**src/rtl/mod_updown_counter_ld_if.sv**
```systemverilog
// Control/status bundle for the modulo up/down counter: the counter sees the
// slave view, whatever drives it (the next stage, a controller, a bench) sees the master view.
interface mod_updown_counter_ld_if #(
  parameter int unsigned WIDTH = 4
);
  logic             clr_i;
  logic             ld_i;
  logic [WIDTH-1:0] I_i;
  logic             cnt_i;
  logic             up_i;
  logic             cen_i;
  logic [WIDTH-1:0] A_o;
  logic             tc_o;
  logic             wrap_o;
  logic             ld_err_o;

  modport master (
    output clr_i, ld_i, I_i, cnt_i, up_i, cen_i,
    input  A_o, tc_o, wrap_o, ld_err_o
  );

  modport slave (
    input  clr_i, ld_i, I_i, cnt_i, up_i, cen_i,
    output A_o, tc_o, wrap_o, ld_err_o
  );
endinterface

```
**src/rtl/mod_updown_counter_ld.sv**
```systemverilog
// WIDTH-bit modulo-MODULUS up/down counter with clear, range-checked load,
// cascade enable / terminal count, and registered wrap and load-error pulses.
module mod_updown_counter_ld #(
  parameter int unsigned     WIDTH   = 4,
  parameter longint unsigned MODULUS = 16
) (
  input  logic                  clk_i,
  input  logic                  rst_i,
  mod_updown_counter_ld_if.slave bus
);

  // MODULUS may equal 2**WIDTH, so the top value is formed at 64 bits and
  // then narrowed; every runtime compare stays WIDTH bits wide.
  localparam logic [WIDTH-1:0] MAX_C     = WIDTH'(MODULUS - 64'd1);
  localparam bit               FULL_MOD  = (MODULUS == (64'd1 << WIDTH));

  logic [WIDTH-1:0] a_q, a_d;
  logic             wrap_q, wrap_d;
  logic             ld_err_q, ld_err_d;
  logic             at_max, at_zero, ld_ok, cnt_en;

  assign at_max  = (a_q == MAX_C);
  assign at_zero = (a_q == '0);
  assign ld_ok   = FULL_MOD || (bus.I_i <= MAX_C);
  assign cnt_en  = bus.cnt_i & bus.cen_i;

  always_comb begin
    a_d      = a_q;
    wrap_d   = 1'b0;
    ld_err_d = 1'b0;
    if (bus.clr_i) begin
      a_d = '0;
    end else if (bus.ld_i) begin
      if (ld_ok) a_d = bus.I_i;
      else       ld_err_d = 1'b1;
    end else if (cnt_en) begin
      if (bus.up_i) begin
        if (at_max) begin
          a_d    = '0;
          wrap_d = 1'b1;
        end else begin
          a_d = a_q + WIDTH'(1);
        end
      end else begin
        if (at_zero) begin
          a_d    = MAX_C;
          wrap_d = 1'b1;
        end else begin
          a_d = a_q - WIDTH'(1);
        end
      end
    end
  end

  always_ff @(posedge clk_i or posedge rst_i) begin
    if (rst_i) begin
      a_q      <= '0;
      wrap_q   <= 1'b0;
      ld_err_q <= 1'b0;
    end else begin
      a_q      <= a_d;
      wrap_q   <= wrap_d;
      ld_err_q <= ld_err_d;
    end
  end

  // Terminal count ignores clr/ld so a cascade clears and loads all stages together.
  assign bus.tc_o     = cnt_en & (bus.up_i ? at_max : at_zero);
  assign bus.A_o      = a_q;
  assign bus.wrap_o   = wrap_q;
  assign bus.ld_err_o = ld_err_q;

endmodule

```
**src/flat_wrapper.sv**
```systemverilog
// flat-port wrapper written by rule: the top's interface ports become plain ports
module mod_updown_counter_ld_flat 
#(
  parameter int unsigned     WIDTH   = 4,
  parameter longint unsigned MODULUS = 16
)
  (clk_i, rst_i, bus_clr_i, bus_ld_i, bus_I_i, bus_cnt_i, bus_up_i, bus_cen_i, bus_A_o, bus_tc_o, bus_wrap_o, bus_ld_err_o);
  mod_updown_counter_ld_if #(.WIDTH(WIDTH)) bus_i ();
  input  logic clk_i;
  input  logic rst_i;
  input wire logic [$bits(bus_i.clr_i)-1:0] bus_clr_i;
  input wire logic [$bits(bus_i.ld_i)-1:0] bus_ld_i;
  input wire logic [$bits(bus_i.I_i)-1:0] bus_I_i;
  input wire logic [$bits(bus_i.cnt_i)-1:0] bus_cnt_i;
  input wire logic [$bits(bus_i.up_i)-1:0] bus_up_i;
  input wire logic [$bits(bus_i.cen_i)-1:0] bus_cen_i;
  output wire logic [$bits(bus_i.A_o)-1:0] bus_A_o;
  output wire logic [$bits(bus_i.tc_o)-1:0] bus_tc_o;
  output wire logic [$bits(bus_i.wrap_o)-1:0] bus_wrap_o;
  output wire logic [$bits(bus_i.ld_err_o)-1:0] bus_ld_err_o;
  assign bus_i.clr_i = bus_clr_i;
  assign bus_i.ld_i = bus_ld_i;
  assign bus_i.I_i = bus_I_i;
  assign bus_i.cnt_i = bus_cnt_i;
  assign bus_i.up_i = bus_up_i;
  assign bus_i.cen_i = bus_cen_i;
  assign bus_A_o = bus_i.A_o;
  assign bus_tc_o = bus_i.tc_o;
  assign bus_wrap_o = bus_i.wrap_o;
  assign bus_ld_err_o = bus_i.ld_err_o;
  mod_updown_counter_ld #(.WIDTH(WIDTH), .MODULUS(MODULUS)) u_core (.clk_i(clk_i), .rst_i(rst_i), .bus(bus_i));
endmodule
```
**config.mk**
```make
export PLATFORM = sky130hd
export DESIGN_NAME = mod_updown_counter_ld_flat
export DESIGN_NICKNAME = d
export VERILOG_FILES = /design/src/rtl/mod_updown_counter_ld_if.sv /design/src/rtl/mod_updown_counter_ld.sv /design/src/flat_wrapper.sv
export SDC_FILE = /design/constraint.sdc
export NUM_CORES = 1
export LEC_CHECK = 0
export CORE_AREA = 2 2 39 41
export DETAILED_ROUTE_END_ITERATION = 8
export DIE_AREA = 0 0 41 43
export HOLD_SLACK_MARGIN = 0.12
export PLACE_DENSITY_LB_ADDON = 0.12
export SLEW_MARGIN = 15
export SYNTH_ARGS = -nofsm -noshare
export SYNTH_HDL_FRONTEND = slang
export SYNTH_SLANG_ARGS = --single-unit
```
**constraint.sdc**
```tcl
create_clock -name clk_i -period 3.3 [get_ports clk_i]
set_input_delay 0.495 -clock clk_i [delete_from_list [all_inputs] [get_ports clk_i]]
set_output_delay 0.495 -clock clk_i [all_outputs]
set_load 0.005 [all_outputs]
```
Word-level counts from Yosys, hierarchy flattened
Cells that the tools add are included.
- logic and storage cells: 22
- input port bits: 11
- register bits after elaboration: 5
- output and inout port bits: 7
- eq/ne operators: 1
- reduce and logical (&&, ||, !) cells: 2
- bitwise logic cells: 2
- muxes and demuxes: 13
- $add $sub $neg: 2
- operators with widths (kind ; count):
    $mux W4 ; 6
    $mux W1 ; 7
    $add A4 B1 Y4 const B ; 1
    $eq A4 B4 Y1 const B ; 1
    $logic_not A4 Y1 ; 1
    $sub A4 B1 Y4 const B ; 1
    $reduce_bool A3 Y1 ; 1
    $and A1 B1 Y1 ; 2

Longest topological paths before layout
Gate-level depths: netlist (run 1).
- depth in word-level cells: 6
- mapped depth: 6
- gate-level depth less buffers: 6

Worst setup path before layout (run 1)
Ideal clock, no wire load.
- path type: reg2out
- from: register u_core.a_q[0] (netlist: u_core.bus.A_o[0])
- to: output port bus_tc_o
- required time: 2805 ps
- arrival time: 1336 ps
- setup slack: 1469 ps
- buffers on the path: 0
- cell stages (with the launch flop): 7
- cell sequence: dfrtp_1 -> inv_1 -> ha_1 -> or3b_1 -> nor2_1 -> a41oi_1 -> nor2_1
- longest elaborated chain between the ends: 3
- elaborated cells on any way between the ends: 4
- those cells by class: eq/ne: 1; mux: 1; bitwise: 1; reduce/logical: 1
- RTL lines (item ; line ; source):
    from (decl) ; mod_updown_counter_ld.sv:17 ; logic [WIDTH-1:0] a_q, a_d;
    from (signal assigned) ; mod_updown_counter_ld.sv:57 ; a_q <= '0;
    from (signal assigned) ; mod_updown_counter_ld.sv:61 ; a_q <= a_d;
    $eq A4 B4 Y1 / $logic_not A4 Y1 (equally long branches) ; mod_updown_counter_ld.sv:22, mod_updown_counter_ld.sv:23 ;
    $mux W1 * ; mod_updown_counter_ld.sv:68 ; assign bus.tc_o = cnt_en & (bus.up_i ? at_max : at_zero);
    $and A1 B1 Y1 * ; mod_updown_counter_ld.sv:68 ;
    to (decl) ; flat_wrapper.sv:18 ; output wire logic [$bits(bus_i.tc_o)-1:0] bus_tc_o;
Mark *: on every way between the ends. The rest lies on a longest branch, timed or not.

Worst setup path in the final report (run 1)
Ends and elaborated chain as after synthesis.

==> summary.md, run 1 <==
| Metric | Value |
|---|---|
| Status | finished clean |
| Die Wd | a little over 40 um |
| Static Leakage | approximately 0.25 nW |
| Mapped Cells | 51 |
| Avg Cell Area, Syn | 7.998 um^2 |
| Routability-driven placement congestion ratio | 0.6851 |
| Port Buffers | 16 |
| P&R area growth vs syn | 46.01% |
| Final hold viol count | 0 |
| ANT nets after route | 0 |
| Final setup violation count | 0 |
| Worst min-delay path class | input port to asynchronous set/reset pin |
| Vias in the first global route | 360 |
| Slew Viols, Final | 0 |
| Seq cells post-synth | 5 |
| Clk_skew | 0.003148 ns |
| YS warnings | 0 |
| Post-route cell area | 595.6 um^2 |
| Grt met2 use | 17.50% |
| # rows | 14 |
| Max Cap Viol | 0 |
| Yosys top cell area share | between 30 and 40% |
| DR iter-0 viols | 3 |
| Total iterations of the first detailed-routing run | 4 |
| Top Ports | 18 |
| Max Clk Rate | about 370 MHz |
| Setup CP Type | flip-flop to primary output |
| Ant diodes | 0 |
| Root Driver | clkbuf_4 |
| Hold Buf Count CTS | 0 |
| PostCTS Resize Cnt | 0 |
| Tot GR Track Use | between 10% and 20% |
| Complex-gate fraction of the synthesized area | 28.53% |
| Worst Path Arrival | 2.18 ns |
| Synth Net Count | between 60 and 70 |
| CTS clock-pin slew for the worst setup and hold paths | 0.04 ns |
| GRT busiest layer | met1 |
| Vias per cell | slightly above 5 |
| Placeable Area | 1384 um^2 |
| Clock sinks | 5 |
| Critical path startpoint category | flip-flop |
| First-pass GRT wire length | 1.580 mm |
| Largest net degree at the start of global routing | 10 |
| Drt drc | 0 |
| WP data required | ~2.8 ns |
| Post-synthesis simple-gate area fraction | between 10% and 20% |
| Final min period | 2.673 ns |
| Fin util | 43.04% |
| Crit path capture type | primary output |
| Post-synthesis xor/xnor area fraction | 2.147% |
| Synth area leader | dfrtp_1 |
| Wire length per cell | 11.67 um |
| Skew-Pair Late Insertion Delay | 0.24 ns |
| Starting Density | around 30% |
| Routed WL | 992 um |
| Met1 GRT Util | about 20% |
| Dpl cell area | 569.3 um^2 |
| Longest Clk Path Bufs | 2 |
| Final HPWL DP | 765.8 um |
| CTS tree | yes |
| Initial antenna violation count | 0 |
| Seq/Total Area, Yosys | a little under a third |
| Net count reported at finish | 83 |
| Dominant cells by area after synthesis | dfrtp_1 (31%), nor2_1 (8.3%), ha_1 (6.1%) |
| Die ar. | 1763 um^2 |
| Total CTS buffers | 3 |
| Power density over cell area | 334.0 nW/um^2 |
| Largest family of logic cells by synthesized area | compound AO/OA/AOI/OAI gates |
| Netlist cell types | 26 |
| Worst hold slack | 0.4480 ns |
| Layout cells sized above 1 | 5.797% |
| Synth Area in Adders | 6.135% |
| Overflow after GRT | 0 |
| Post-route clock period utilization | approximately four fifths |
| GR met3 Demand/Resource | under 10% |
| Mux cell area share after synthesis | about 2.5% |
| Post-CTS setup buffers | 0 |
| CTS H-Tree Depth | 1 |
| Via count | 438 |
| Die height | 43 um |
| VDD IR max | 0.1460 mV |
| Crit path max fanout | 8 |
| Synth Cell Area | 407.9 um^2 |
| RSZ-0062 raised after global routing | no |
| Fin Setup TNS | 0 ns |
[per-layer routing]
layer  routed length (um)  part of all wire, %  vias to the layer above
li1                     -                    -                      220
met1                  440                   44                      203
met2                  491                   49                       15
met3                   60                  6.0                        0
met4                    0                    0                        0
met5                    0                    0                        -
[cell usage after synthesis (all sizes together)]
cell and count:
ha 2, o32ai 1, a311oi 1, xor2 1, a21o 1, conb 1, nand2 1, a41oi 1
dfrtp 5, o21ai 4, o31ai 1, buf 2, or3 2, nand3 1, a211oi 1, a21oi 4
o311a 1, nor2 9, nand2b 1, inv 5, nand4 1, a31oi 2, mux2i 1, nor3 1
or3b 1
[state kept, by name (all words and copies together) (netlist names)]
register	cells
u_core.bus.A_o	4
u_core.bus.wrap_o	1
[path summary, 6_finish.rpt]
check	from	to	slack, ns	cells after the start
min	rst_i	u_core.bus.A_o[0]	0.45	2
max reg2reg	u_core.bus.A_o[0]	u_core.bus.A_o[0]	1.62	6
min reg2reg	u_core.bus.A_o[0]	u_core.bus.A_o[0]	0.68	2
min in group clk_i	u_core.bus.A_o[0]	u_core.bus.A_o[0]	0.68	2
max	u_core.bus.A_o[0]	bus_tc_o	0.63	7
max in group asynchronous	rst_i	u_core.bus.wrap_o	2.68	2
[cell type report]
cell class              instances  area [um^2]
clock buffers                   4        26.28
fillers                       140        788.3
inverters                       5        18.77
multi-input cells              39        245.2
flip-flops and latches          5        125.1
well taps                      16        20.02
repair buffers                 16        160.2
[where the power goes]
| part | switching (mW) | total [mW] | internal (mW) |
|---|---|---|---|
| Sequential | 0.00812 | 0.0735 | 0.0654 |
| Clock | 0.0239 | 0.0695 | 0.0456 |
| Combinational | 0.0243 | 0.0559 | 0.0316 |
| Total | 0.0563 | 0.199 | 0.143 |
[critical path, stage by stage (launching register included)]
cell and delay [ns]:
dfrtp_1 0.45, inv_1 0.13, ha_1 0.20, or3b_1 0.38, nor2_1 0.10, a41oi_1 0.07
nor2_1 0.12, clkdlybuf4s50_1 0.50
[layout by cell type (no fill, tap or decap), drive strengths merged]
cell,count
a211oi,1
a21o,1
a21oi,4
a311oi,1
a31oi,2
a41oi,1
clkbuf,4
clkdlybuf4s50,16
conb,1
dfrtp,5
ha,2
inv,5
mux2i,1
nand2,1
nand2b,1
nand3,1
nand4,1
nor2,9
nor3,1
o21ai,4
o311a,1
o31ai,1
o32ai,1
or3,2
or3b,1
xor2,1
[stage by stage]
step                      worst slack (ns)  total power, mW  instances
after global placement              0.9011           0.1304         81
after detailed placement            0.8726           0.1305         81
after CTS                           0.6100           0.2020         85
after global routing                0.4841           0.2146         85
final                               0.6273           0.1989         85
after floorplan                      1.469           0.1028         51
[cell families after synthesis]
family,Yosys count
flops,5
compound gates,17
fa+ha+maj,2
mux,1
other cells,1
buf+inv,7
simple gates,17
xor+xnor,1
Note: power is estimated with default switching activity, not from simulation.
==> run 2, diff against run 1 <==
==> constraint.sdc (replaced) <==
create_clock -name clk_i -period 2.6 [get_ports clk_i]
set_input_delay 0.39 -clock clk_i [delete_from_list [all_inputs] [get_ports clk_i]]
set_output_delay 0.39 -clock clk_i [all_outputs]
set_load 0.005 [all_outputs]
==> summary.md, run 2 (synthesis results as in run 1) <==
| Metric | Value |
|---|---|
| Status | finished clean |
| Final HPWL DP | 807.4 um (+5.4%) |
| First-pass GRT wire length | 1.662 mm (+5.2%) |
| Skew-Pair Late Insertion Delay | 0.23 ns (about the same) |
| Inst Count DP | 84 (+3.7%) |
| Vias per cell | 5.193 (+0.78%) |
| Post-route cell area | 623.1 um^2 (+4.6%) |
| Crit path capture type | primary output |
| Flop2flop setup slack | 1.00 ns (-0.62 ns) |
| DR iter-0 viols | 12 (+9) |
| Most common cell after layout, fill and taps aside | clkdlybuf4s50_1 |
| Placeable Area | 1384 um^2 (unchanged) |
| Commonest non-fill, non-tap cells in the layout | clkdlybuf4s50_1 (16), nor2_1 (8), inv_1 (5), dfrtp_1 (5) |
| ANT nets after route | 0 (unchanged) |
| Drt drc | 0 (unchanged) |
| Setup ws final | 0.1296 ns (-0.4978 ns) |
| Ant diodes | 0 (unchanged) |
| Max FFs per register | 4 (unchanged) |
| Final setup violation count | 0 (unchanged) |
| Wire length per cell | 12.38 um (+6.0%) |
| Die ar. | 1763 um^2 (unchanged) |
| Root Driver | clkbuf_4 |
| Worst hold slack | 0.3512 ns (-0.09685 ns) |
| Routability-driven placement congestion ratio | 0.7710 (+13%) |
| Final min period | 2.470 ns |
| Routed WL | 1.089 mm (+9.8%) |
| Crit path max fanout | 3 (-5) |
| Max Clk Rate | a little over 400 MHz |
| Total iterations of the first detailed-routing run | 4 (unchanged) |
| Critical path startpoint category | flip-flop |
| Layout cells sized above 1 | 12.50% (+6.7 points) |
| Clock sinks | 5 (unchanged) |
| Max Cap Viol | 0 (unchanged) |
| Die Wd | 41 um (unchanged) |
| CTS tree | yes |
| Post-route clock period utilization | between 90% and 100% |
| Die height | 43 um (unchanged) |
| Tot GR Track Use | 14.47% (+1.2 points) |
| Largest net degree at the start of global routing | 10 (unchanged) |
| Via count | 457 (+4.3%) |
| P&R area growth vs syn | 52.76% |
| Port Buffers | 16 (unchanged) |
| Final hold viol count | 0 (unchanged) |
| Starting Density | 29.48% (unchanged) |
| Overflow after GRT | 0 (unchanged) |
| Longest Clk Path Bufs | 2 (unchanged) |
| Worst r2r dst | u_core.bus.A_o[0] |
| Worst Path Arrival | 2.08 ns (-0.10 ns) |
| Vias in the first global route | 365 (+1.4%) |
| Slew Viols, Final | 0 (unchanged) |
| WP data required | 2.21 ns (-0.59 ns) |
| Clk_skew | 0.0009443 ns (-0.002203 ns) |
| CTS H-Tree Depth | 1 (unchanged) |
| Worst min-delay path class | input port to asynchronous set/reset pin |
| Reg-to-reg critical path startpoint | u_core.bus.A_o[1] |
| Pre-CTS setup slack | 0.3665 ns (-0.5061 ns) |
| Static Leakage | 0.2608 nW (+5.8%) |
| Dpl cell area | 591.8 um^2 (+4.0%) |
| RSZ-0062 raised after global routing | no |
| Total CTS buffers | 3 (unchanged) |
| Setup CP Type | flip-flop to primary output |
| Net count reported at finish | 86 (+3.6%) |
| # rows | 14 (unchanged) |
| Power density over cell area | 415.2 nW/um^2 (+24%) |
| Top Ports | 18 (unchanged) |
| VDD IR max | 0.1518 mV (+4.0%) |
| CTS clock-pin slew for the worst setup and hold paths | 0.04 ns (about the same) |
| Fin Setup TNS | 0 ns (unchanged) |
| Post-Layout Cell Count | 88 (+3.5%) |
| Post-CTS setup buffers | 0 (unchanged) |
| Reg2reg path depth | 6 (unchanged) |
| Initial antenna violation count | 0 (unchanged) |
==> run 2: changes by cell type in the layout (fill, tap and decap cells not counted), sizes merged <==
cell / change
buf: +3
==> run 2: stage by stage <==
step                      utilization (%)  power, mW
after floorplan                         -     0.1305
after global placement              42.77     0.1719
after detailed placement            42.77     0.1715
after CTS                           44.67     0.2600
after global routing                45.03     0.2781
final                               45.03     0.2587
==> run 2: how the worst max path moves through the flow <==
| stage | slack [ns] | cells past startpoint | end | startpoint |
|---|---|---|---|---|
| after global placement | 0.41 | 5 | bus_tc_o | bus_up_i |
| after CTS | 0.11 | 7 | bus_tc_o | u_core.bus.A_o[1] |
| after detailed placement | 0.37 | 7 | bus_tc_o | u_core.bus.A_o[1] |
| after floorplan | 0.87 | 6 | bus_tc_o | u_core.bus.A_o[0] |
| after global routing | 0.003 | 7 | bus_tc_o | u_core.bus.A_o[1] |
| final | 0.13 | 7 | bus_tc_o | u_core.bus.A_o[1] |
==> run 2: layout make-up <==
class                   count  area, um^2
multi-input cells          39       250.2
inverters                   5       18.77
fillers                   147       760.7
flip-flops and latches      5       125.1
repair buffers             19       182.7
well taps                  16       20.02
clock buffers               4       26.28
==> run 2: power breakdown <==
group          internal (mW)  leakage, nW  switching [mW]  total (mW)
clock                 0.0578       0.0150          0.0278      0.0856
combinational         0.0455        0.180          0.0397      0.0852
sequential            0.0831       0.0659         0.00478      0.0879
==> run 2: what timing repair did <==
action                     CTS  global route
hold buffers                 0             0
setup endpoints to repair    0             1
gates resized for setup      0             2
==> run 2: critical path, stage by stage (launching register included) <==
cell	delay, ns
dfrtp_1	0.37
inv_1	0.09
ha_2	0.20
or3b_1	0.39
nor2_2	0.11
a41oi_1	0.07
nor2_1	0.11
clkdlybuf4s50_1	0.50
==> run 2: per-layer routing <==
layer / wire length, um / vias to the layer above / track usage [%]
li1: - / 224 / -
met1: 469 / 212 / 20.46
met2: 540 / 21 / 19.69
met3: 80 / 0 / 4.712
met4: 0 / 0 / 6.000
met5: 0 / - / 0
==> run 3, diff against run 2 <==
--- a/config.mk
+++ b/config.mk
@@ -10,7 +10,7 @@
 export DIE_AREA = 0 0 41 43
 export HOLD_SLACK_MARGIN = 0.12
 export PLACE_DENSITY_LB_ADDON = 0.12
-export SLEW_MARGIN = 15
+export SLEW_MARGIN = 25
 export SYNTH_ARGS = -nofsm -noshare
 export SYNTH_HDL_FRONTEND = slang
 export SYNTH_SLANG_ARGS = --single-unit
==> results of run 3 <==
Same layout as run 2: the final DEF is identical, and so are final timing and power.
